===== config.mk =====
export PLATFORM = sky130hd
export DESIGN_NAME = axi_llc_flush_ctrl
export DESIGN_NICKNAME = d
export VERILOG_FILES = /design/src/rtl/axi_llc_pkg.sv /design/src/rtl/axi_llc_flush_ctrl.sv
export SDC_FILE = /design/constraint.sdc
export NUM_CORES = 1
export LEC_CHECK = 0
export CORE_ASPECT_RATIO = 2
export CORE_UTILIZATION = 50
export DETAILED_ROUTE_END_ITERATION = 10
export GPL_ROUTABILITY_DRIVEN = 0
export GPL_TIMING_DRIVEN = 0
export PLACE_DENSITY = 0.79
export SETUP_SLACK_MARGIN = 0.3
export SYNTH_ARGS = -nofsm -noshare
export SYNTH_HDL_FRONTEND = slang
export SYNTH_SLANG_ARGS = --single-unit

===== constraint.sdc =====
create_clock -name clk_i -period 8.3 [get_ports clk_i]
set_clock_uncertainty 0.15 [all_clocks]
set_input_delay 0.83 -clock clk_i [delete_from_list [all_inputs] [get_ports clk_i]]
set_output_delay 0.83 -clock clk_i [all_outputs]
set_load 0.05 [all_outputs]

===== src/rtl/axi_llc_pkg.sv =====
// LLC flush controller shared definitions: register map defaults,
// flush FSM state encoding and default RegBus request/response bundles.
package axi_llc_pkg;

  localparam logic [31:0] FlushLoOffsetDflt = 32'h08;
  localparam logic [31:0] FlushHiOffsetDflt = 32'h0C;
  localparam logic [31:0] CommitOffsetDflt  = 32'h10;

  typedef enum logic [2:0] {
    IDLE,
    WR_LO,
    WR_HI,
    WR_COMMIT,
    GAP,
    RD_LO,
    RD_HI,
    CHECK
  } flush_state_e;

  typedef struct packed {
    logic [31:0] addr;
    logic        write;
    logic [31:0] wdata;
    logic [3:0]  wstrb;
    logic        valid;
  } axi_llc_reg_req_t;

  typedef struct packed {
    logic [31:0] rdata;
    logic        error;
    logic        ready;
  } axi_llc_reg_rsp_t;

endpackage


===== src/rtl/axi_llc_flush_ctrl.sv =====
// RegBus initiator that writes a way mask to the LLC flush register,
// commits it and polls until the ways clear. AXI_LLC_FLUSH_TIMEOUT_EN adds a poll timeout.
module axi_llc_flush_ctrl
  import axi_llc_pkg::*;
#(
  parameter int unsigned SetAssociativity = 8,
  parameter logic [31:0] FlushLoOffset    = FlushLoOffsetDflt,
  parameter logic [31:0] FlushHiOffset    = FlushHiOffsetDflt,
  parameter logic [31:0] CommitOffset     = CommitOffsetDflt,
  parameter int unsigned PollGap          = 16,
  parameter int unsigned MaxPolls         = 1024,
  parameter type         reg_req_t        = axi_llc_reg_req_t,
  parameter type         reg_rsp_t        = axi_llc_reg_rsp_t
) (
  input  logic                        clk_i,
  input  logic                        rst_ni,
  input  logic                        flush_valid_i,
  input  logic [SetAssociativity-1:0] flush_ways_i,
  output logic                        flush_ready_o,
  output logic                        busy_o,
  output logic                        done_o,
  output logic                        error_o,
  output reg_req_t                    reg_req_o,
  input  reg_rsp_t                    reg_rsp_i
);

  localparam bit HasHi = SetAssociativity > 32;
  localparam logic [15:0] GapLast = 16'(PollGap - 1);

  if (SetAssociativity == 0 || SetAssociativity > 64 ||
      PollGap == 0 || PollGap > 65535 || MaxPolls == 0) begin : g_cfg_err
    $error("axi_llc_flush_ctrl: parameter out of range");
  end

  flush_state_e state_q, state_d;
  logic [63:0]  mask_q, mask_d;
  logic [63:0]  rdata_q, rdata_d;
  logic [15:0]  gap_q, gap_d;
  logic         busy_q, busy_d;
  logic         done_q, done_d;
  logic         err_q, err_d;
  reg_req_t     req_q, req_d;
  logic         hs;

`ifdef AXI_LLC_FLUSH_TIMEOUT_EN
  localparam int unsigned PollW = $clog2(MaxPolls + 1);
  localparam logic [PollW-1:0] PollMax  = PollW'(MaxPolls);
  localparam logic [PollW-1:0] PollLast = PollW'(MaxPolls - 1);
  logic [PollW-1:0] poll_q, poll_d;
`endif

  assign hs = req_q.valid & reg_rsp_i.ready;

  // Sequence the flush: write mask, commit, then poll until clear.
  always_comb begin
    state_d = state_q;
    mask_d  = mask_q;
    rdata_d = rdata_q;
    gap_d   = gap_q;
    done_d  = 1'b0;
    err_d   = 1'b0;
`ifdef AXI_LLC_FLUSH_TIMEOUT_EN
    poll_d  = poll_q;
`endif
    unique case (state_q)
      IDLE: begin
        if (flush_valid_i) begin
          mask_d  = 64'(flush_ways_i);
          rdata_d = '0;
`ifdef AXI_LLC_FLUSH_TIMEOUT_EN
          poll_d  = '0;
`endif
          if (flush_ways_i == '0) state_d = CHECK;
          else                    state_d = WR_LO;
        end
      end
      WR_LO: begin
        if (hs) begin
          if (HasHi) state_d = WR_HI;
          else       state_d = WR_COMMIT;
        end
      end
      WR_HI: begin
        if (hs) state_d = WR_COMMIT;
      end
      WR_COMMIT: begin
        if (hs) begin
          state_d = GAP;
          gap_d   = '0;
        end
      end
      GAP: begin
        if (gap_q == GapLast) state_d = RD_LO;
        else                  gap_d = gap_q + 16'd1;
      end
      RD_LO: begin
        if (hs) begin
          rdata_d[31:0] = reg_rsp_i.rdata;
          if (HasHi) state_d = RD_HI;
          else       state_d = CHECK;
        end
      end
      RD_HI: begin
        if (hs) begin
          rdata_d[63:32] = reg_rsp_i.rdata;
          state_d = CHECK;
        end
      end
      CHECK: begin
        if ((rdata_q & mask_q) == '0) begin
          done_d  = 1'b1;
          state_d = IDLE;
        end else begin
          state_d = GAP;
          gap_d   = '0;
`ifdef AXI_LLC_FLUSH_TIMEOUT_EN
          if (poll_q != PollMax) poll_d = poll_q + 1'b1;
          if (poll_q >= PollLast) begin
            state_d = IDLE;
            err_d   = 1'b1;
          end
`endif
        end
      end
      default: state_d = IDLE;
    endcase
    // A bus error on any completed transfer aborts the sequence.
    if (hs && reg_rsp_i.error) begin
      state_d = IDLE;
      err_d   = 1'b1;
    end
    busy_d = state_d != IDLE;
  end

  // Build the registered request for the state being entered.
  always_comb begin
    req_d = '0;
    unique case (state_d)
      WR_LO: begin
        req_d.valid = 1'b1;
        req_d.write = 1'b1;
        req_d.addr  = FlushLoOffset;
        req_d.wdata = mask_d[31:0];
        req_d.wstrb = 4'hF;
      end
      WR_HI: begin
        req_d.valid = 1'b1;
        req_d.write = 1'b1;
        req_d.addr  = FlushHiOffset;
        req_d.wdata = mask_d[63:32];
        req_d.wstrb = 4'hF;
      end
      WR_COMMIT: begin
        req_d.valid = 1'b1;
        req_d.write = 1'b1;
        req_d.addr  = CommitOffset;
        req_d.wdata = 32'h1;
        req_d.wstrb = 4'hF;
      end
      RD_LO: begin
        req_d.valid = 1'b1;
        req_d.addr  = FlushLoOffset;
      end
      RD_HI: begin
        req_d.valid = 1'b1;
        req_d.addr  = FlushHiOffset;
      end
      default: ;
    endcase
  end

  // State, datapath and output registers with synchronous reset.
  always_ff @(posedge clk_i) begin
    if (!rst_ni) begin
      state_q <= IDLE;
      mask_q  <= '0;
      rdata_q <= '0;
      gap_q   <= '0;
      busy_q  <= 1'b0;
      done_q  <= 1'b0;
      err_q   <= 1'b0;
      req_q   <= '0;
`ifdef AXI_LLC_FLUSH_TIMEOUT_EN
      poll_q  <= '0;
`endif
    end else begin
      state_q <= state_d;
      mask_q  <= mask_d;
      rdata_q <= rdata_d;
      gap_q   <= gap_d;
      busy_q  <= busy_d;
      done_q  <= done_d;
      err_q   <= err_d;
      req_q   <= req_d;
`ifdef AXI_LLC_FLUSH_TIMEOUT_EN
      poll_q  <= poll_d;
`endif
    end
  end

  assign flush_ready_o = state_q == IDLE;
  assign busy_o        = busy_q;
  assign done_o        = done_q;
  assign error_o       = err_q;
  assign reg_req_o     = req_q;

endmodule


==> flow_summary_export.csv, run 1 <==
group,metric,value,unit
synth,syn_avg_cell_area,8.463,µm²
floorplanning,initial_core_util,50.81,%
route,ant_nets,0,
placement,dpl_cell_area,0.008730,mm²
synth,synthFlopType,"dfxtp_1",
worst_setup_path,cp_data_arrival_time,4.70,ns
worst_setup_path,reg2reg_slack,4.36,ns
synth,syn_area,0.007490,mm²
global_routing,grt_pass1_wl,35620,µm
layout,fill_cells,1247,
worst_setup_path,crit_path_top_delay_cell,"or4_1",
synth,synth_edf_count,0,
floorplanning,rows,63,
clock_network,clock-root-buffer,"clkbuf_16",
status,status,"completed",
clock_network,clock_path_buffers,2,
global_routing,grt_pass1_vias,6933,
global_routing,grt_overflow,0,
synth,netlist_instances,885,
worst_setup_path,end_kind,"flip-flop",
route,drt-wirelength-per-cell,19.08,µm
route,drt-met1-wl,7934,µm
sta,hold_violations,0,
layout,final_common_cell,"dfxtp_1",
hold_path,hold_depth,2,
clock_network,cts_hold_buf,0,
sta,finalSetupTns,0,ns
floorplanning,core-area,0.01474,mm²
route,top_layer_used,"met4",
route,dr.pass1.iters,6,
worst_setup_path,cpPeakStageDelay,0.60,ns
pwr,p_leak,3.598,nW
sta,slew_headroom,31.63,%
clock_network,cts.sinks,187,
clock_network,worstSkewPairLatency,0.44,ns
synth,synth_cell_types,45,
synth,synth.area.top_cells,"dfxtp_1, nand2_1, a21oi_1, and3_1, nand3_1",
global_routing,grt_max_degree,17,
placement,dp.cells,1197,
layout,final_cell_mix,"dfxtp_1, nand2_1, clkdlybuf4s50_1, a21oi_1, nand3_1",
layout,seqCellArea,0.003744,mm²
synth,ys_ff_latch,187,
layout,fin_nets,1071,
worst_setup_path,crit_path_cell_trace,"clkdlybuf4s50_1 -> or4_1 -> nor2_1 -> a31oi_1 -> o221ai_1 -> nand2_1 -> inv_1 -> ha_1 -> nor3_1 -> nor2_1 -> o211ai_1 -> clkbuf_1 -> nor2_1",
clock_network,postCtsSetupBuffers,0,
layout,multiInputGateArea,0.003331,mm²
pwr,p_per_area,229.1,mW/mm²
synth,synth_top_area_share,49.98,%
hold_path,hold_class,"reg -> reg",
sta,setup_viol,0,
worst_setup_path,crit_fanout,10,
synth,synthArstFlopShare,0,%
route,vias,7222,
layout,final_util,63.14,%
layout,drive_gt1_share,7.640,%
route,wl_met3,1596,µm
sta,worst_pin_slew,1.021,ns
clock_network,cts_buffers,17,
route,routed_wl,23450,µm
global_routing,antenna_found_initial,0,
route,wl_met2,11830,µm
layout,area_delta_synth_final,24.27,%
clock_network,cts.repair.resized,0,
layout,postLayoutCellArea,0.009308,mm²
sta,min_period_over_period,54.16,%
synth,synth_top_area_cell,"dfxtp_1",
worst_setup_path,reg2reg_depth,12,
synth,ys_seq_area_share,49.98,%
pwr,peakVddDrop,163.5,µV
floorplanning,die_area,0.01550,mm²
layout,n_antenna_cell,0,
layout,stdcell_count,1229,
sta,fmax,222.5,MHz
route,drc,0,
sta,min_period,4.495,ns
route,vias_per_cell,5.876,
clock_network,clkTransAtPathRegs,0.07,ns
clock_network,htree_levels,4,
worst_setup_path,crit_path_frequent_cell,"nor2_1",
worst_setup_path,critPathRequiredTime,8.51,ns
worst_setup_path,start_kind,"input port",
sta,rsz0062_at_grt,"no",
clock_network,cts_tree,"yes",
run,maxCapViolations,0,
placement,io_buffers,89,
global_routing,grt.total_usage,31.22,%
synth,yosysWarnings,0,
placement,dp_hpwl,17460,µm
floorplanning,ios,119,
worst_setup_path,crit_type,"in -> reg",
sta,slew_violations,0,
route,drtIter0Drc,714,
floorplanning,die_h,175.1,µm
floorplanning,dieWidth,88.54,µm
## worst paths after layout
| check | from | endpoint |
|---|---|---|
| worst max-delay path | flush_ways_i[4] | reg_req_o[16] |
| worst min-delay path | rdata_q[27] | rdata_q[27] |
| worst max register to register | state_q[1] | reg_req_o[16] |
| worst min register to register | rdata_q[27] | rdata_q[27] |
## final cells by class
type | count | share of cell area [%]
Multi-Input combinational cell | 627 | 35.78
Clock buffer | 19 | 4.651
Sequential cell | 187 | 40.22
Tap cell | 195 | 2.621
Timing Repair Buffer | 89 | 9.571
Inverter | 4 | 0.1613
Buffer | 95 | 5.431
Clock inverter | 13 | 1.559
## critical path, delay by kind of cell
kind / cells / cell delay (ns)
AND/OR/NAND/NOR: 6 / 1.72
buffers and inverters: 3 / 0.94
AO/OA/AOI/OAI: 3 / 0.88
adder cells (fa/ha/maj): 1 / 0.30
## cells in the mapped netlist (3+ instances only)
library cell    n
dfxtp_1       187
nor2_1         50
nand3_1        72
buf_2           8
and3_1         66
nand2b_1        3
or3_1           5
a22oi_1        29
a31oi_1         3
nand2_1       152
nor2b_1         8
or4_1           9
inv_1           4
buf_4          33
a211oi_1        4
o21ai_0         8
and2_1          6
nor3_1          8
a21oi_1        86
clkbuf_1       49
nor4_1          7
o31ai_1         9
buf_1           3
mux2i_1         7
ha_1            5
nand4_1        36
o2111a_1        7
## state kept, by name, summed over array words and instances (netlist names)
signal and flops:
mask_q 64, rdata_q 64, reg_req_o 37, gap_q 16, state_q 3, busy_o 1, done_o 1, error_o 1
## power breakdown
group	internal (mW)	switching [mW]	leakage, nW
registers	0.913	0.00977	1.51
logic	0.114	0.287	1.83
clock network	0.446	0.363	0.262
total	1.47	0.660	3.60
## logic make-up (layout without fill, tap and decap cells)
group           after synthesis  count (layout)  synth area share [%]
simple gates                431             431                 28.40
fa+ha+maj                     5               5                0.8353
other cells                   1              29               0.05007
buf+inv                      99             220                 6.950
mux                           7               7                0.9356
flops                       187             187                 49.98
compound gates              155             155                 12.85
## layer usage
metal  up-vias  GRT usage [%]
met3       123          7.133
met4         0          27.08
met2       376          52.63
li1       3342              -
met5         -              0
met1      3381          30.99
## stage by stage
stage | power, mW | worst slack [ns] | hold WS (ns)
after floorplan | 1.196 | 4.995 | 0.2816
final | 2.133 | 3.805 | 0.3019
after global routing | 2.183 | 3.635 | 0.3125
after global placement | 1.332 | 3.431 | 0.2880
after CTS | 2.122 | 3.819 | 0.3024
after detailed placement | 1.335 | 3.394 | 0.2934
(Power assumes the default switching activity.)
==> run 2: changes to the inputs <==
clock period = 4.3 ns   (was 8.3 ns; I/O delays follow)
==> run 2 against run 1 <==
Net effect: final cell count is 0.16% higher; total power up 93%; clock power grew 92%; setup slack got worse by 3.4 ns; sequential power grew 93%; core utilization rose by 0.10 points; cell area grew 0.16%; combinational power up 95%; die area unchanged; critical path type unchanged; largest cell class unchanged; highest routed layer unchanged.
==> flow_summary_export.csv, run 2 (synthesis gave the netlist of run 1 again) <==
group,metric,value,unit
global_routing,grt.total_usage,31.25,%
layout,stdcell_count,1231,
sta,min_period,3.896,ns
route,routed_wl,23400,µm
clock_network,clock-root-buffer,"clkbuf_16",
global_routing,grt_pass1_vias,6944,
layout,final_common_cell,"dfxtp_1",
sta,fmax,256.7,MHz
layout,fill_cells,1245,
hold_path,worstHoldEndpoint,"rdata_q[51]",
worst_setup_path,worst_r2r_endpoint,"reg_req_o[28]",
clock_network,cts_hold_buf,0,
sta,setup_viol,0,
pwr,p_total,4.115,mW
sta,slew_violations,0,
layout,final_cell_mix,"dfxtp_1, nand2_1, clkdlybuf4s50_1, a21oi_1, nand3_1",
global_routing,grt_overflow,0,
layout,n_antenna_cell,0,
clock_network,worstSkewPairLatency,0.44,ns
route,vias_per_cell,5.914,
layout,drive_gt1_share,7.819,%
route,dr.pass1.iters,7,
worst_setup_path,reg2reg_slack,0.53,ns
sta,rsz0062_at_grt,"no",
worst_setup_path,end_kind,"flip-flop",
route,drc,0,
sta,slew_headroom,51.02,%
placement,io_buffers,89,
worst_setup_path,crit_type,"in -> reg",
worst_setup_path,crit_path_cell_trace,"clkdlybuf4s50_1 -> or4_1 -> nor2_1 -> a31oi_1 -> o221ai_1 -> nand2_1 -> inv_1 -> ha_1 -> clkbuf_1 -> buf_1 -> a22oi_1 -> nor2_1",
worst_setup_path,cp_data_arrival_time,4.11,ns
clock_network,htree_levels,4,
placement,pre_cts_slack,-0.2057,ns
floorplanning,core-area,0.01474,mm²
sta,hold_violations,0,
worst_setup_path,crit_path_top_delay_cell,"or4_1",
worst_setup_path,start_kind,"input port",
worst_setup_path,critPathRequiredTime,4.51,ns
placement,dp.cells,1197,
global_routing,grt_pass1_wl,35670,µm
pwr,peakVddDrop,311.9,µV
worst_setup_path,cpPeakStageDelay,0.60,ns
sta,fin_ws,0.4036,ns
layout,fin_nets,1073,
worst_setup_path,reg2reg_depth,11,
worst_setup_path,crit_path_frequent_cell,"nor2_1",
floorplanning,initial_core_util,50.81,%
clock_network,cts.repair.resized,0,
floorplanning,rows,63,
pwr,p_per_area,441.4,mW/mm²
run,maxCapViolations,0,
route,drtIter0Drc,779,
placement,dp_hpwl,17460,µm
hold_path,hold_class,"reg -> reg",
pwr,p_leak,3.606,nW
layout,postLayoutCellArea,0.009323,mm²
clock_network,cts.sinks,187,
status,status,"completed",
clock_network,cts_buffers,17,
sta,worst_pin_slew,0.7346,ns
worst_setup_path,crit_fanout,10,
placement,dpl_cell_area,0.008730,mm²
global_routing,grt_max_degree,17,
clock_network,clock_path_buffers,2,
floorplanning,dieWidth,88.54,µm
layout,area_delta_synth_final,24.47,%
global_routing,antenna_found_initial,0,
route,vias,7280,
floorplanning,die_area,0.01550,mm²
worst_setup_path,rr_startpoint,"state_q[1]",
clock_network,cts_tree,"yes",
hold_path,hold_depth,2,
route,ant_nets,0,
route,drt-wirelength-per-cell,19.00,µm
floorplanning,die_h,175.1,µm
hold_path,hp-start,"rdata_q[51]",
clock_network,clkTransAtPathRegs,0.07,ns
floorplanning,ios,119,
sta,holdWs,0.3025,ns
sta,min_period_over_period,90.61,%
clock_network,postCtsSetupBuffers,2,
[run 2: cell types whose count changed in the layout (fill, tap and decap cells not counted), sizes merged]
| cell | delta |
|---|---|
| buf | +2 |
[run 2: worst max-delay path by stage]
stage | start | endpoint | slack [ns]
6_report | flush_ways_i[4] | reg_req_o[28] | 0.40
5_1_grt | flush_ways_i[4] | reg_req_o[28] | 0.34
4_1_cts | flush_ways_i[4] | reg_req_o[32] | 0.55
3_5_place_dp | flush_ways_i[4] | reg_req_o[17] | -0.21
3_3_place_gp | flush_ways_i[4] | reg_req_o[17] | -0.17
2_1_floorplan | state_q[0] | rdata_q[33] | 1.34
[run 2: power by group]
part           switching [mW]  internal [mW]
Sequential             0.0189           1.76
Combinational           0.556          0.225
Clock                   0.692          0.860
Total                    1.27           2.85
[run 2: metal layers]
layer | vias to the layer above | GRT usage, % | part of all wire [%]
met5 | - | 0 | 0
met4 | 0 | 26.21 | 9.0
met2 | 421 | 53.30 | 51
met1 | 3395 | 31.11 | 33
met3 | 122 | 6.755 | 7.1
li1 | 3342 | - | -
[run 2: worst max-delay path, delay by kind of cell]
family                   cells  cell delay (ns)
adder cells (fa/ha/maj)      1             0.30
buffers and inverters        4             1.74
AO/OA/AOI/OAI                3             0.52
AND/OR/NAND/NOR              4             1.11
[run 2: layout make-up]
| class | instances | area [µm²] | share of cell area [%] |
|---|---|---|---|
| well taps | 195 | 244.0 | 2.617 |
| clock buffers | 19 | 432.9 | 4.644 |
| flip-flops and latches | 187 | 3744 | 40.16 |
| multi-input cells | 627 | 3331 | 35.73 |
| plain buffers | 95 | 505.5 | 5.422 |
| inverters | 4 | 15.01 | 0.1611 |
| clock inverters | 13 | 145.1 | 1.557 |
| repair buffers | 91 | 905.9 | 9.717 |
[run 2: through the flow]
| step | util [%] | TNS (ns) |
|---|---|---|
| 2_1_floorplan | - | 0 |
| 3_3_place_gp | 59.22 | -1.370 |
| 3_5_place_dp | 59.22 | -2.532 |
| 4_1_cts | 63.25 | 0 |
| 5_1_grt | 63.25 | 0 |
| 6_report | 63.25 | 0 |
